`src/rtl/fetch_queue_if.sv`:
```
// fetch_queue_if: fetch-pack and decode handshake bundle for the fetch queue.
// Latency: none, wires only.
// Backpressure: carries fetch_pack_ready upstream and decode_ready from decode.
interface fetch_queue_if;
  // flush from backend/presolve redirect
  logic        io_i_flush;
  // fetch pack
  logic        io_i_fetch_pack_valid;
  logic        io_o_fetch_pack_ready;
  logic        io_i_fetch_pack_valids_0;
  logic        io_i_fetch_pack_valids_1;
  logic [63:0] io_i_fetch_pack_pc;
  logic [31:0] io_i_fetch_pack_insts_0;
  logic [31:0] io_i_fetch_pack_insts_1;
  logic        io_i_fetch_pack_branch_predict_pack_valid;
  logic        io_i_fetch_pack_branch_predict_pack_select;
  logic        io_i_fetch_pack_branch_predict_pack_taken;
  // decode side
  logic        io_o_decode_valids_0;
  logic        io_o_decode_valids_1;
  logic [31:0] io_o_decode_insts_0;
  logic [31:0] io_o_decode_insts_1;
  logic [63:0] io_o_decode_pcs_0;
  logic [63:0] io_o_decode_pcs_1;
  logic        io_o_decode_pred_taken_0;
  logic        io_o_decode_pred_taken_1;
  logic        io_i_decode_ready;

  // The queue itself.
  modport slave (
    input  io_i_flush,
    input  io_i_fetch_pack_valid,
    output io_o_fetch_pack_ready,
    input  io_i_fetch_pack_valids_0,
    input  io_i_fetch_pack_valids_1,
    input  io_i_fetch_pack_pc,
    input  io_i_fetch_pack_insts_0,
    input  io_i_fetch_pack_insts_1,
    input  io_i_fetch_pack_branch_predict_pack_valid,
    input  io_i_fetch_pack_branch_predict_pack_select,
    input  io_i_fetch_pack_branch_predict_pack_taken,
    output io_o_decode_valids_0,
    output io_o_decode_valids_1,
    output io_o_decode_insts_0,
    output io_o_decode_insts_1,
    output io_o_decode_pcs_0,
    output io_o_decode_pcs_1,
    output io_o_decode_pred_taken_0,
    output io_o_decode_pred_taken_1,
    input  io_i_decode_ready
  );

  // The surroundings: fetch, decode and the flush source.
  modport master (
    output io_i_flush,
    output io_i_fetch_pack_valid,
    input  io_o_fetch_pack_ready,
    output io_i_fetch_pack_valids_0,
    output io_i_fetch_pack_valids_1,
    output io_i_fetch_pack_pc,
    output io_i_fetch_pack_insts_0,
    output io_i_fetch_pack_insts_1,
    output io_i_fetch_pack_branch_predict_pack_valid,
    output io_i_fetch_pack_branch_predict_pack_select,
    output io_i_fetch_pack_branch_predict_pack_taken,
    input  io_o_decode_valids_0,
    input  io_o_decode_valids_1,
    input  io_o_decode_insts_0,
    input  io_o_decode_insts_1,
    input  io_o_decode_pcs_0,
    input  io_o_decode_pcs_1,
    input  io_o_decode_pred_taken_0,
    input  io_o_decode_pred_taken_1,
    output io_i_decode_ready
  );
endinterface

```
`src/rtl/fetch_queue.sv`:
```
// fetch_queue: dual-slot circular instruction buffer between fetch and decode.
// Latency: an accepted instruction is visible at the decode outputs one cycle later (no bypass).
// Backpressure: takes a pack only with room for two entries; decode_ready pops every shown entry.
// Optional: define FETCH_QUEUE_PERF_EN for saturating full/empty/flush cycle counter outputs.
module fetch_queue #(
  parameter int DEPTH = 16,
  parameter int PTR_W = $clog2(DEPTH)
) (
  input  logic        clock,
  input  logic        reset,
`ifdef FETCH_QUEUE_PERF_EN
  output logic [31:0] io_o_perf_full_cycles,
  output logic [31:0] io_o_perf_empty_cycles,
  output logic [31:0] io_o_perf_flushes,
`endif
  fetch_queue_if.slave io
);

  typedef struct packed {
    logic [31:0] inst;
    logic [63:0] pc;
    logic        predTaken;
  } entry_t;

  // Highest count that still leaves room for a full two-slot pack.
  localparam logic [PTR_W:0] READY_MAX = (PTR_W + 1)'(DEPTH - 2);

  entry_t           entries [DEPTH];
  logic [PTR_W-1:0] headQ;
  logic [PTR_W-1:0] tailQ;
  logic [PTR_W:0]   countQ;

  logic             fetchReady;
  logic             enqFire;
  logic             deqFire;
  logic             headValid0;
  logic             headValid1;
  logic [1:0]       nEnq;
  logic [1:0]       nDeq;
  logic [63:0]      slotBasePc;
  entry_t           slotEntry0;
  entry_t           slotEntry1;
  logic             wrEn0;
  logic             wrEn1;
  logic [PTR_W-1:0] wrIdx1;
  logic [PTR_W-1:0] headIdx1;
  entry_t           rdEntry0;
  entry_t           rdEntry1;

  // Ready is judged on the registered count alone so it never depends on decode.
  assign fetchReady = (countQ <= READY_MAX);
  assign enqFire    = io.io_i_fetch_pack_valid & fetchReady & ~io.io_i_flush;
  assign deqFire    = io.io_i_decode_ready & ~io.io_i_flush;
  assign headValid0 = (countQ != '0);
  assign headValid1 = (countQ >= (PTR_W + 1)'(2));

  // Build the two candidate entries and the compacted write positions.
  always_comb begin
    nEnq       = 2'd0;
    nDeq       = 2'd0;
    slotBasePc = io.io_i_fetch_pack_pc & ~64'h7;
    slotEntry0 = '0;
    slotEntry1 = '0;
    wrEn0      = 1'b0;
    wrEn1      = 1'b0;
    wrIdx1     = tailQ;

    slotEntry0.inst      = io.io_i_fetch_pack_insts_0;
    slotEntry0.pc        = slotBasePc;
    slotEntry0.predTaken = io.io_i_fetch_pack_branch_predict_pack_valid
                         & io.io_i_fetch_pack_branch_predict_pack_taken
                         & ~io.io_i_fetch_pack_branch_predict_pack_select;
    slotEntry1.inst      = io.io_i_fetch_pack_insts_1;
    slotEntry1.pc        = slotBasePc + 64'd4;
    slotEntry1.predTaken = io.io_i_fetch_pack_branch_predict_pack_valid
                         & io.io_i_fetch_pack_branch_predict_pack_taken
                         & io.io_i_fetch_pack_branch_predict_pack_select;

    // Slot1 lands right after slot0 when both are valid, else directly at tail.
    wrIdx1 = tailQ + PTR_W'(io.io_i_fetch_pack_valids_0);
    wrEn0  = enqFire & io.io_i_fetch_pack_valids_0;
    wrEn1  = enqFire & io.io_i_fetch_pack_valids_1;

    if (enqFire) begin
      nEnq = {1'b0, io.io_i_fetch_pack_valids_0} + {1'b0, io.io_i_fetch_pack_valids_1};
    end
    if (deqFire) begin
      nDeq = {1'b0, headValid0} + {1'b0, headValid1};
    end
  end

  // Entry storage: contents need no reset, validity comes from count.
  always_ff @(posedge clock) begin
    if (wrEn0) begin
      entries[tailQ] <= slotEntry0;
    end
    if (wrEn1) begin
      entries[wrIdx1] <= slotEntry1;
    end
  end

  // Head/tail/count bookkeeping; flush beats both enqueue and dequeue.
  always_ff @(posedge clock or negedge reset) begin
    if (!reset) begin
      headQ  <= '0;
      tailQ  <= '0;
      countQ <= '0;
    end else if (io.io_i_flush) begin
      headQ  <= '0;
      tailQ  <= '0;
      countQ <= '0;
    end else begin
      headQ  <= headQ + PTR_W'(nDeq);
      tailQ  <= tailQ + PTR_W'(nEnq);
      countQ <= countQ + (PTR_W + 1)'(nEnq) - (PTR_W + 1)'(nDeq);
    end
  end

  // Decode sees the two oldest entries, wrapping past the last index.
  assign headIdx1 = headQ + PTR_W'(1);
  assign rdEntry0 = entries[headQ];
  assign rdEntry1 = entries[headIdx1];

  assign io.io_o_fetch_pack_ready    = fetchReady;
  assign io.io_o_decode_valids_0     = headValid0;
  assign io.io_o_decode_valids_1     = headValid1;
  assign io.io_o_decode_insts_0      = rdEntry0.inst;
  assign io.io_o_decode_insts_1      = rdEntry1.inst;
  assign io.io_o_decode_pcs_0        = rdEntry0.pc;
  assign io.io_o_decode_pcs_1        = rdEntry1.pc;
  assign io.io_o_decode_pred_taken_0 = rdEntry0.predTaken & headValid0;
  assign io.io_o_decode_pred_taken_1 = rdEntry1.predTaken & headValid1;

`ifdef FETCH_QUEUE_PERF_EN
  logic [31:0] perfFullQ;
  logic [31:0] perfEmptyQ;
  logic [31:0] perfFlushQ;

  function automatic logic [31:0] satInc(input logic [31:0] val, input logic hit);
    satInc = (hit && val != 32'hFFFF_FFFF) ? val + 32'd1 : val;
  endfunction

  // Saturating event counters, cleared only by reset.
  always_ff @(posedge clock or negedge reset) begin
    if (!reset) begin
      perfFullQ  <= '0;
      perfEmptyQ <= '0;
      perfFlushQ <= '0;
    end else begin
      perfFullQ  <= satInc(perfFullQ, io.io_i_fetch_pack_valid & ~fetchReady);
      perfEmptyQ <= satInc(perfEmptyQ, ~headValid0 & ~io.io_i_flush);
      perfFlushQ <= satInc(perfFlushQ, io.io_i_flush);
    end
  end

  assign io_o_perf_full_cycles  = perfFullQ;
  assign io_o_perf_empty_cycles = perfEmptyQ;
  assign io_o_perf_flushes      = perfFlushQ;
`endif

endmodule

```
`src/flat_wrapper.sv`:
```
// flat-port wrapper written by rule: the top's interface ports become plain ports
module fetch_queue_flat 
#(
  parameter int DEPTH = 16,
  parameter int PTR_W = $clog2(DEPTH)
)
  (clock, reset, io_io_i_flush, io_io_i_fetch_pack_valid, io_io_o_fetch_pack_ready, io_io_i_fetch_pack_valids_0, io_io_i_fetch_pack_valids_1, io_io_i_fetch_pack_pc, io_io_i_fetch_pack_insts_0, io_io_i_fetch_pack_insts_1, io_io_i_fetch_pack_branch_predict_pack_valid, io_io_i_fetch_pack_branch_predict_pack_select, io_io_i_fetch_pack_branch_predict_pack_taken, io_io_o_decode_valids_0, io_io_o_decode_valids_1, io_io_o_decode_insts_0, io_io_o_decode_insts_1, io_io_o_decode_pcs_0, io_io_o_decode_pcs_1, io_io_o_decode_pred_taken_0, io_io_o_decode_pred_taken_1, io_io_i_decode_ready);
  fetch_queue_if io_i ();
  input  logic clock;
  input  logic reset;
  input wire logic [$bits(io_i.io_i_flush)-1:0] io_io_i_flush;
  input wire logic [$bits(io_i.io_i_fetch_pack_valid)-1:0] io_io_i_fetch_pack_valid;
  output wire logic [$bits(io_i.io_o_fetch_pack_ready)-1:0] io_io_o_fetch_pack_ready;
  input wire logic [$bits(io_i.io_i_fetch_pack_valids_0)-1:0] io_io_i_fetch_pack_valids_0;
  input wire logic [$bits(io_i.io_i_fetch_pack_valids_1)-1:0] io_io_i_fetch_pack_valids_1;
  input wire logic [$bits(io_i.io_i_fetch_pack_pc)-1:0] io_io_i_fetch_pack_pc;
  input wire logic [$bits(io_i.io_i_fetch_pack_insts_0)-1:0] io_io_i_fetch_pack_insts_0;
  input wire logic [$bits(io_i.io_i_fetch_pack_insts_1)-1:0] io_io_i_fetch_pack_insts_1;
  input wire logic [$bits(io_i.io_i_fetch_pack_branch_predict_pack_valid)-1:0] io_io_i_fetch_pack_branch_predict_pack_valid;
  input wire logic [$bits(io_i.io_i_fetch_pack_branch_predict_pack_select)-1:0] io_io_i_fetch_pack_branch_predict_pack_select;
  input wire logic [$bits(io_i.io_i_fetch_pack_branch_predict_pack_taken)-1:0] io_io_i_fetch_pack_branch_predict_pack_taken;
  output wire logic [$bits(io_i.io_o_decode_valids_0)-1:0] io_io_o_decode_valids_0;
  output wire logic [$bits(io_i.io_o_decode_valids_1)-1:0] io_io_o_decode_valids_1;
  output wire logic [$bits(io_i.io_o_decode_insts_0)-1:0] io_io_o_decode_insts_0;
  output wire logic [$bits(io_i.io_o_decode_insts_1)-1:0] io_io_o_decode_insts_1;
  output wire logic [$bits(io_i.io_o_decode_pcs_0)-1:0] io_io_o_decode_pcs_0;
  output wire logic [$bits(io_i.io_o_decode_pcs_1)-1:0] io_io_o_decode_pcs_1;
  output wire logic [$bits(io_i.io_o_decode_pred_taken_0)-1:0] io_io_o_decode_pred_taken_0;
  output wire logic [$bits(io_i.io_o_decode_pred_taken_1)-1:0] io_io_o_decode_pred_taken_1;
  input wire logic [$bits(io_i.io_i_decode_ready)-1:0] io_io_i_decode_ready;
  assign io_i.io_i_flush = io_io_i_flush;
  assign io_i.io_i_fetch_pack_valid = io_io_i_fetch_pack_valid;
  assign io_io_o_fetch_pack_ready = io_i.io_o_fetch_pack_ready;
  assign io_i.io_i_fetch_pack_valids_0 = io_io_i_fetch_pack_valids_0;
  assign io_i.io_i_fetch_pack_valids_1 = io_io_i_fetch_pack_valids_1;
  assign io_i.io_i_fetch_pack_pc = io_io_i_fetch_pack_pc;
  assign io_i.io_i_fetch_pack_insts_0 = io_io_i_fetch_pack_insts_0;
  assign io_i.io_i_fetch_pack_insts_1 = io_io_i_fetch_pack_insts_1;
  assign io_i.io_i_fetch_pack_branch_predict_pack_valid = io_io_i_fetch_pack_branch_predict_pack_valid;
  assign io_i.io_i_fetch_pack_branch_predict_pack_select = io_io_i_fetch_pack_branch_predict_pack_select;
  assign io_i.io_i_fetch_pack_branch_predict_pack_taken = io_io_i_fetch_pack_branch_predict_pack_taken;
  assign io_io_o_decode_valids_0 = io_i.io_o_decode_valids_0;
  assign io_io_o_decode_valids_1 = io_i.io_o_decode_valids_1;
  assign io_io_o_decode_insts_0 = io_i.io_o_decode_insts_0;
  assign io_io_o_decode_insts_1 = io_i.io_o_decode_insts_1;
  assign io_io_o_decode_pcs_0 = io_i.io_o_decode_pcs_0;
  assign io_io_o_decode_pcs_1 = io_i.io_o_decode_pcs_1;
  assign io_io_o_decode_pred_taken_0 = io_i.io_o_decode_pred_taken_0;
  assign io_io_o_decode_pred_taken_1 = io_i.io_o_decode_pred_taken_1;
  assign io_i.io_i_decode_ready = io_io_i_decode_ready;
  fetch_queue #(.DEPTH(DEPTH), .PTR_W(PTR_W)) u_core (.clock(clock), .reset(reset), .io(io_i));
endmodule
```
`config.mk`:
```
export PLATFORM = sky130hd
export DESIGN_NAME = fetch_queue_flat
export DESIGN_NICKNAME = d
export VERILOG_FILES = /design/src/rtl/fetch_queue_if.sv /design/src/rtl/fetch_queue.sv /design/src/flat_wrapper.sv
export SDC_FILE = /design/constraint.sdc
export NUM_CORES = 2
export LEC_CHECK = 0
export BUFFER_PORTS_ARGS = -buffer_cell sky130_fd_sc_hd__buf_2
export CELL_PAD_IN_SITES_DETAIL_PLACEMENT = 0
export CELL_PAD_IN_SITES_GLOBAL_PLACEMENT = 1
export CORE_MARGIN = 10
export CORE_UTILIZATION = 29
export CTS_CLUSTER_DIAMETER = 80
export DETAILED_ROUTE_END_ITERATION = 6
export GPL_TIMING_DRIVEN = 0
export HOLD_SLACK_MARGIN = 0.08
export PLACE_DENSITY_LB_ADDON = 0.1
export SYNTH_ARGS = -nofsm -noshare
export SYNTH_HDL_FRONTEND = slang
export SYNTH_SLANG_ARGS = --single-unit
```
`constraint.sdc`:
```
create_clock -name clock -period 8.9 [get_ports clock]
set_input_delay 1.78 -clock clock [delete_from_list [all_inputs] [get_ports clock]]
set_output_delay 1.78 -clock clock [all_outputs]
set_load 0.01 [all_outputs]
```
* Yosys cells after proc, flatten, opt, wreduce, memory -nomap -nowiden
Memory sizes are Yosys's and may differ from the RTL's.
Cells that the tools add are included.
** Word-level totals
- Flip-flop bits (word level) :: 13
- Output and inout bits :: 197
- Memories kept :: 1
- Word-level logic and storage cells :: 37
- Memory bits (writable) :: 1552
** Memories
- u_core.entries :: words 16, bits a word 97, read ports 2, clocked after memory_dff 0, write ports 2, line fetch_queue.sv:28 : entry_t entries [DEPTH];
** Operators by class
- Reduce and logical (&&, ||, !) cells :: 1
- $add $sub $neg :: 9
- Magnitude comparators :: 2
- Multiplexer cells :: 9
- Bitwise gates (word level) :: 12
** Operators by type and width (number)
- adder 64 x 3 -> 64 bit (second input constant) :: 1
- AND 1 bit :: 10
- adder 4 x 2 -> 4 bit :: 2
- 2-to-1 mux 4 bit :: 2
- adder 5 x 2 -> 5 bit :: 1
- greater-or-equal comparator 5 x 2 -> 1 bit (second input constant) :: 1
- less-or-equal comparator 5 x 4 -> 1 bit (second input constant) :: 1
- 2-to-1 mux 5 bit :: 1
- nonzero test 5 bit :: 1
- subtractor 5 x 2 -> 5 bit :: 1
- adder 1 x 1 -> 2 bit :: 2
- adder 4 x 1 -> 4 bit :: 1
- adder 4 x 1 -> 4 bit (second input constant) :: 1
- 2-to-1 mux 1 bit :: 4
- 2-to-1 mux 2 bit :: 2
- inverter 1 bit :: 2

* Logic depth before layout (Yosys ltp)
- Depth after elaboration :: 7
- Mapped depth :: 18
- Depth with buffers taken out :: 15

* Least setup slack after synthesis
OpenSTA, ideal clock, no wires.
- Kind :: in2reg
- Start point :: in io_io_i_fetch_pack_valids_0
- End point :: mem u_core.entries[12][0] (netlist bit) (enable)
- Setup time :: 577 ps
- Slack :: 611 ps
- Buffers on the path :: 0
- Cell stages on the path :: 5
- Data arrival time :: 7712 ps
- Cells stage by stage :: ha_1 -> ha_1 -> nor4b_2 -> o21ai_1 -> a21oi_1
** RTL lines
- from (decl) :: line flat_wrapper.sv:14 : input wire logic [$bits(io_i.io_i_fetch_pack_valids_0)-1:0] io_io_i_fetch_pack_valids_0;
- to (decl) :: line fetch_queue.sv:28

* Final worst setup path
- Start point :: reg u_core.headQ[0]
- End point :: out io_io_o_decode_pred_taken_1
** On the way
- Word-level cells in the longest chain between the ends :: 3
** RTL lines
- from (decl) :: line fetch_queue.sv:29 : logic [PTR_W-1:0] headQ;
- from (signal assigned) :: line fetch_queue.sv:113 : headQ <= headQ + PTR_W'(nDeq);
- adder 4 x 1 -> 4 bit :: line fetch_queue.sv:120 : assign headIdx1 = headQ + PTR_W'(1);
- memory read (16 x 97 bit)
- AND 1 bit :: line fetch_queue.sv:132 : assign io.io_o_decode_pred_taken_1 = rdEntry1.predTaken & headValid1;
- to (decl) :: line flat_wrapper.sv:29 : output wire logic [$bits(io_i.io_o_decode_pred_taken_1)-1:0] io_io_o_decode_pred_taken_1;
No other way between the ends.

==> flow_summary.json <==
{
  "synth_most_common_cell": "edfxtp_1",
  "ys_types": 57,
  "clock_sinks": 1533,
  "firstDrtPassIters": 6,
  "hold_viol_final": 0,
  "via_per_inst": 5.75,
  "finalSetupTns_ns": 0,
  "rsz0062_at_grt": "no",
  "syn_to_final_growth_pct": 18.4,
  "numCtsBuffers": 197,
  "num_vias": 59553,
  "skew_ns": 0.0649,
  "tightest_slew_ns": 1.46,
  "die_area_sq_mm": 0.312,
  "first_iter_violations": 7225,
  "finalWorstPathRequiredPeriod_ns": 7.63,
  "synth_area_leader_cell": "edfxtp_1",
  "h-tree-depth": 4,
  "synth.area.top_cells": "edfxtp_1 (54%), mux4_2 (25%), mux2i_1 (4.8%)",
  "place_hpwl_microns": 286000,
  "rows": 197,
  "ys_seq_elements": 1533,
  "fin_cells": 10363,
  "synth_area_per_cell_sq_um": 14.8,
  "async_flop_share": 0.00848,
  "drv_slew": 0,
  "initial_utilization": 0.292,
  "antenna_found_initial": 43,
  "yosysSeqAreaShare": 0.544,
  "max_slew_margin": 0.0272,
  "setup.worst_path.end_class": "output pin",
  "hold_buffers": 0,
  "cp.required_ns": 7.12,
  "die_h_microns": 559,
  "synth_edf_count": 1504,
  "drc": 0,
  "grt_overflow": 0,
  "ant_nets": 0,
  "crit_path_start_kind": "register",
  "synth_common_cells": "edfxtp_1 (1504), mux4_2 (949), nor2_1 (513)",
  "gp_congestion": 0.832,
  "dpl_cell_area_sq_mm": 0.0936,
  "wl_per_cell_microns": 37.4,
  "wirelength_microns": 388000,
  "maxCapViolCount": 0,
  "ir_drop_v": 0.000175,
  "crit_type": "register to output pin",
  "hold_class": "register to register",
  "final_nets": 6476,
  "final_area_sq_mm": 0.0997,
  "fmax_mhz": 131,
  "grt_use_total": 0.238,
  "drive_gt1_frac": 0.290,
  "tritoncts": "done",
  "core_area_sq_mm": 0.289,
  "io_pins": 335,
  "pwr_density_cell_mw_per_mm2": 258,
  "synth_top_area_frac": 0.536,
  "critPathMaxFanout": 10,
  "clockBufferDepth": 4,
  "cts.repair.resized": 0,
  "period_share": 0.857,
  "ys.flop_type": "edfxtp_1",
  "dp_cells": 9994,
  "yosysWarnings": 0,
  "status": "finished, final reports clean",
  "netlist_instances": 5695,
  "fp.dieW_microns": 559,
  "critPathArrivalTime_ns": 5.85,
  "p_leak_nw": 33.0,
  "grt_pass1_vias": 60430,
  "port_buffers": 295,
  "grt_max_degree": 24,
  "grt_pass1_wl_microns": 524000,
  "clk_pin_slew_ns": 0.06,
  "setup_viol": 0,
  "final_util": 0.345,
  "synth_area_sq_mm": 0.0842,
  "clock_latency_ns": 0.88,
  "cts_root_buf": "clkbuf_16",
  "postCtsSetupRepairBufs": 0
}
==> routing by layer <==
layer	track usage	routed length, microns	vias to the layer above
met1	0.315	159000	32123
met2	0.390	186000	2926
met3	0.0453	28900	560
met4	0.0823	14300	14
met5	0	90	-
li1	-	-	23930
==> stage by stage <==
stage | total power [mW] | worst slack (ns) | hold slack (ns)
floorplan | 13.6 | 0.611 | 0.438
global placement | 18.1 | -8.93 | 0.457
detailed placement | 18.1 | 2.26 | 0.474
CTS | 26.0 | 1.28 | 0.479
global route | 26.5 | 1.32 | 0.510
finish | 25.7 | 1.27 | 0.482
==> layout by cell type, fill, tap and decap left out, types with 8 or more instances in the layout <==
cell type,instances
diode_2,19
bufinv_16,14
nor2b_1,9
o21ai_1,29
mux2i_1,401
buf_8,12
buf_16,49
clkbuf_2,17
a21oi_4,8
o21ai_0,114
buf_2,438
a21oi_1,493
edfxtp_1,1504
mux4_2,949
dfxtp_1,16
nand2_1,244
clkinv_2,27
clkbuf_16,198
inv_1,49
nor2_4,8
buf_12,58
dfrtp_1,13
nand3_1,497
nor2_1,505
clkbuf_1,523
buf_4,30
buf_1,67
clkinv_1,44
ha_1,19
==> worst max-delay path: stages, from the launching register on <==
cell and delay (ns):
dfrtp_1 0.39, buf_2 0.15, buf_2 0.91, nand3_1 0.27, xor2_2 0.40, buf_8 0.24, buf_2 0.55, buf_1 1.04
a221oi_1 0.64, buf_2 0.32
==> sequential cells by signal (all words and copies together), names as in the netlist <==
register        cells
u_core.countQ       5
u_core.headQ        4
u_core.tailQ        4
u_core.entries   1520
==> cell families (layout without fill, tap and decap cells) <==
| family | Yosys count | in the layout | synth area share |
|---|---|---|---|
| DFF | 1533 | 1533 | 0.544 |
| muxes | 1350 | 1350 | 0.301 |
| and+or+nand+nor | 1308 | 1308 | 0.0681 |
| buffers and inverters | 781 | 1547 | 0.0383 |
| AOI/OAI and AO/OA | 691 | 691 | 0.0437 |
| adders and majority gates | 23 | 23 | 0.00377 |
| xor gates and xnor gates | 8 | 8 | 0.000832 |
| other | 1 | 23 | 0.0000445 |
==> where the power goes <==
group / internal, mW / total, mW / switching, mW
Clock: 4.49 / 7.83 / 3.34
Sequential: 7.92 / 7.97 / 0.0494
Combinational: 3.85 / 9.92 / 6.07
==> final cells by class <==
cell class / count / area (sq um)
multi-input combinational: 3384 / 35500
sequential: 1533 / 45800
inverter: 49 / 184
timing repair buffer: 418 / 4200
antenna: 19 / 47.5
clock inverter: 98 / 837
tap: 3880 / 4850
clock buffer: 250 / 5180
buffer: 732 / 3080
fill: 28133 / 189000
==> worst paths after layout <==
kind                                      start                          end  slack (ns)  cells after the start
max reg2reg                    u_core.countQ[4]             u_core.countQ[4]        2.53                     17
min reg2reg                u_core.entries[9][3]         u_core.entries[9][3]        0.48                      2
max in group asynchronous                 reset             u_core.countQ[1]        7.82                      1
min in group asynchronous                 reset             u_core.countQ[3]        0.81                      1
max                             u_core.headQ[0]  io_io_o_decode_pred_taken_1        1.27                      9
min                        u_core.entries[9][3]         u_core.entries[9][3]        0.48                      2
No activity file was read; power rests on OpenSTA's default activity.
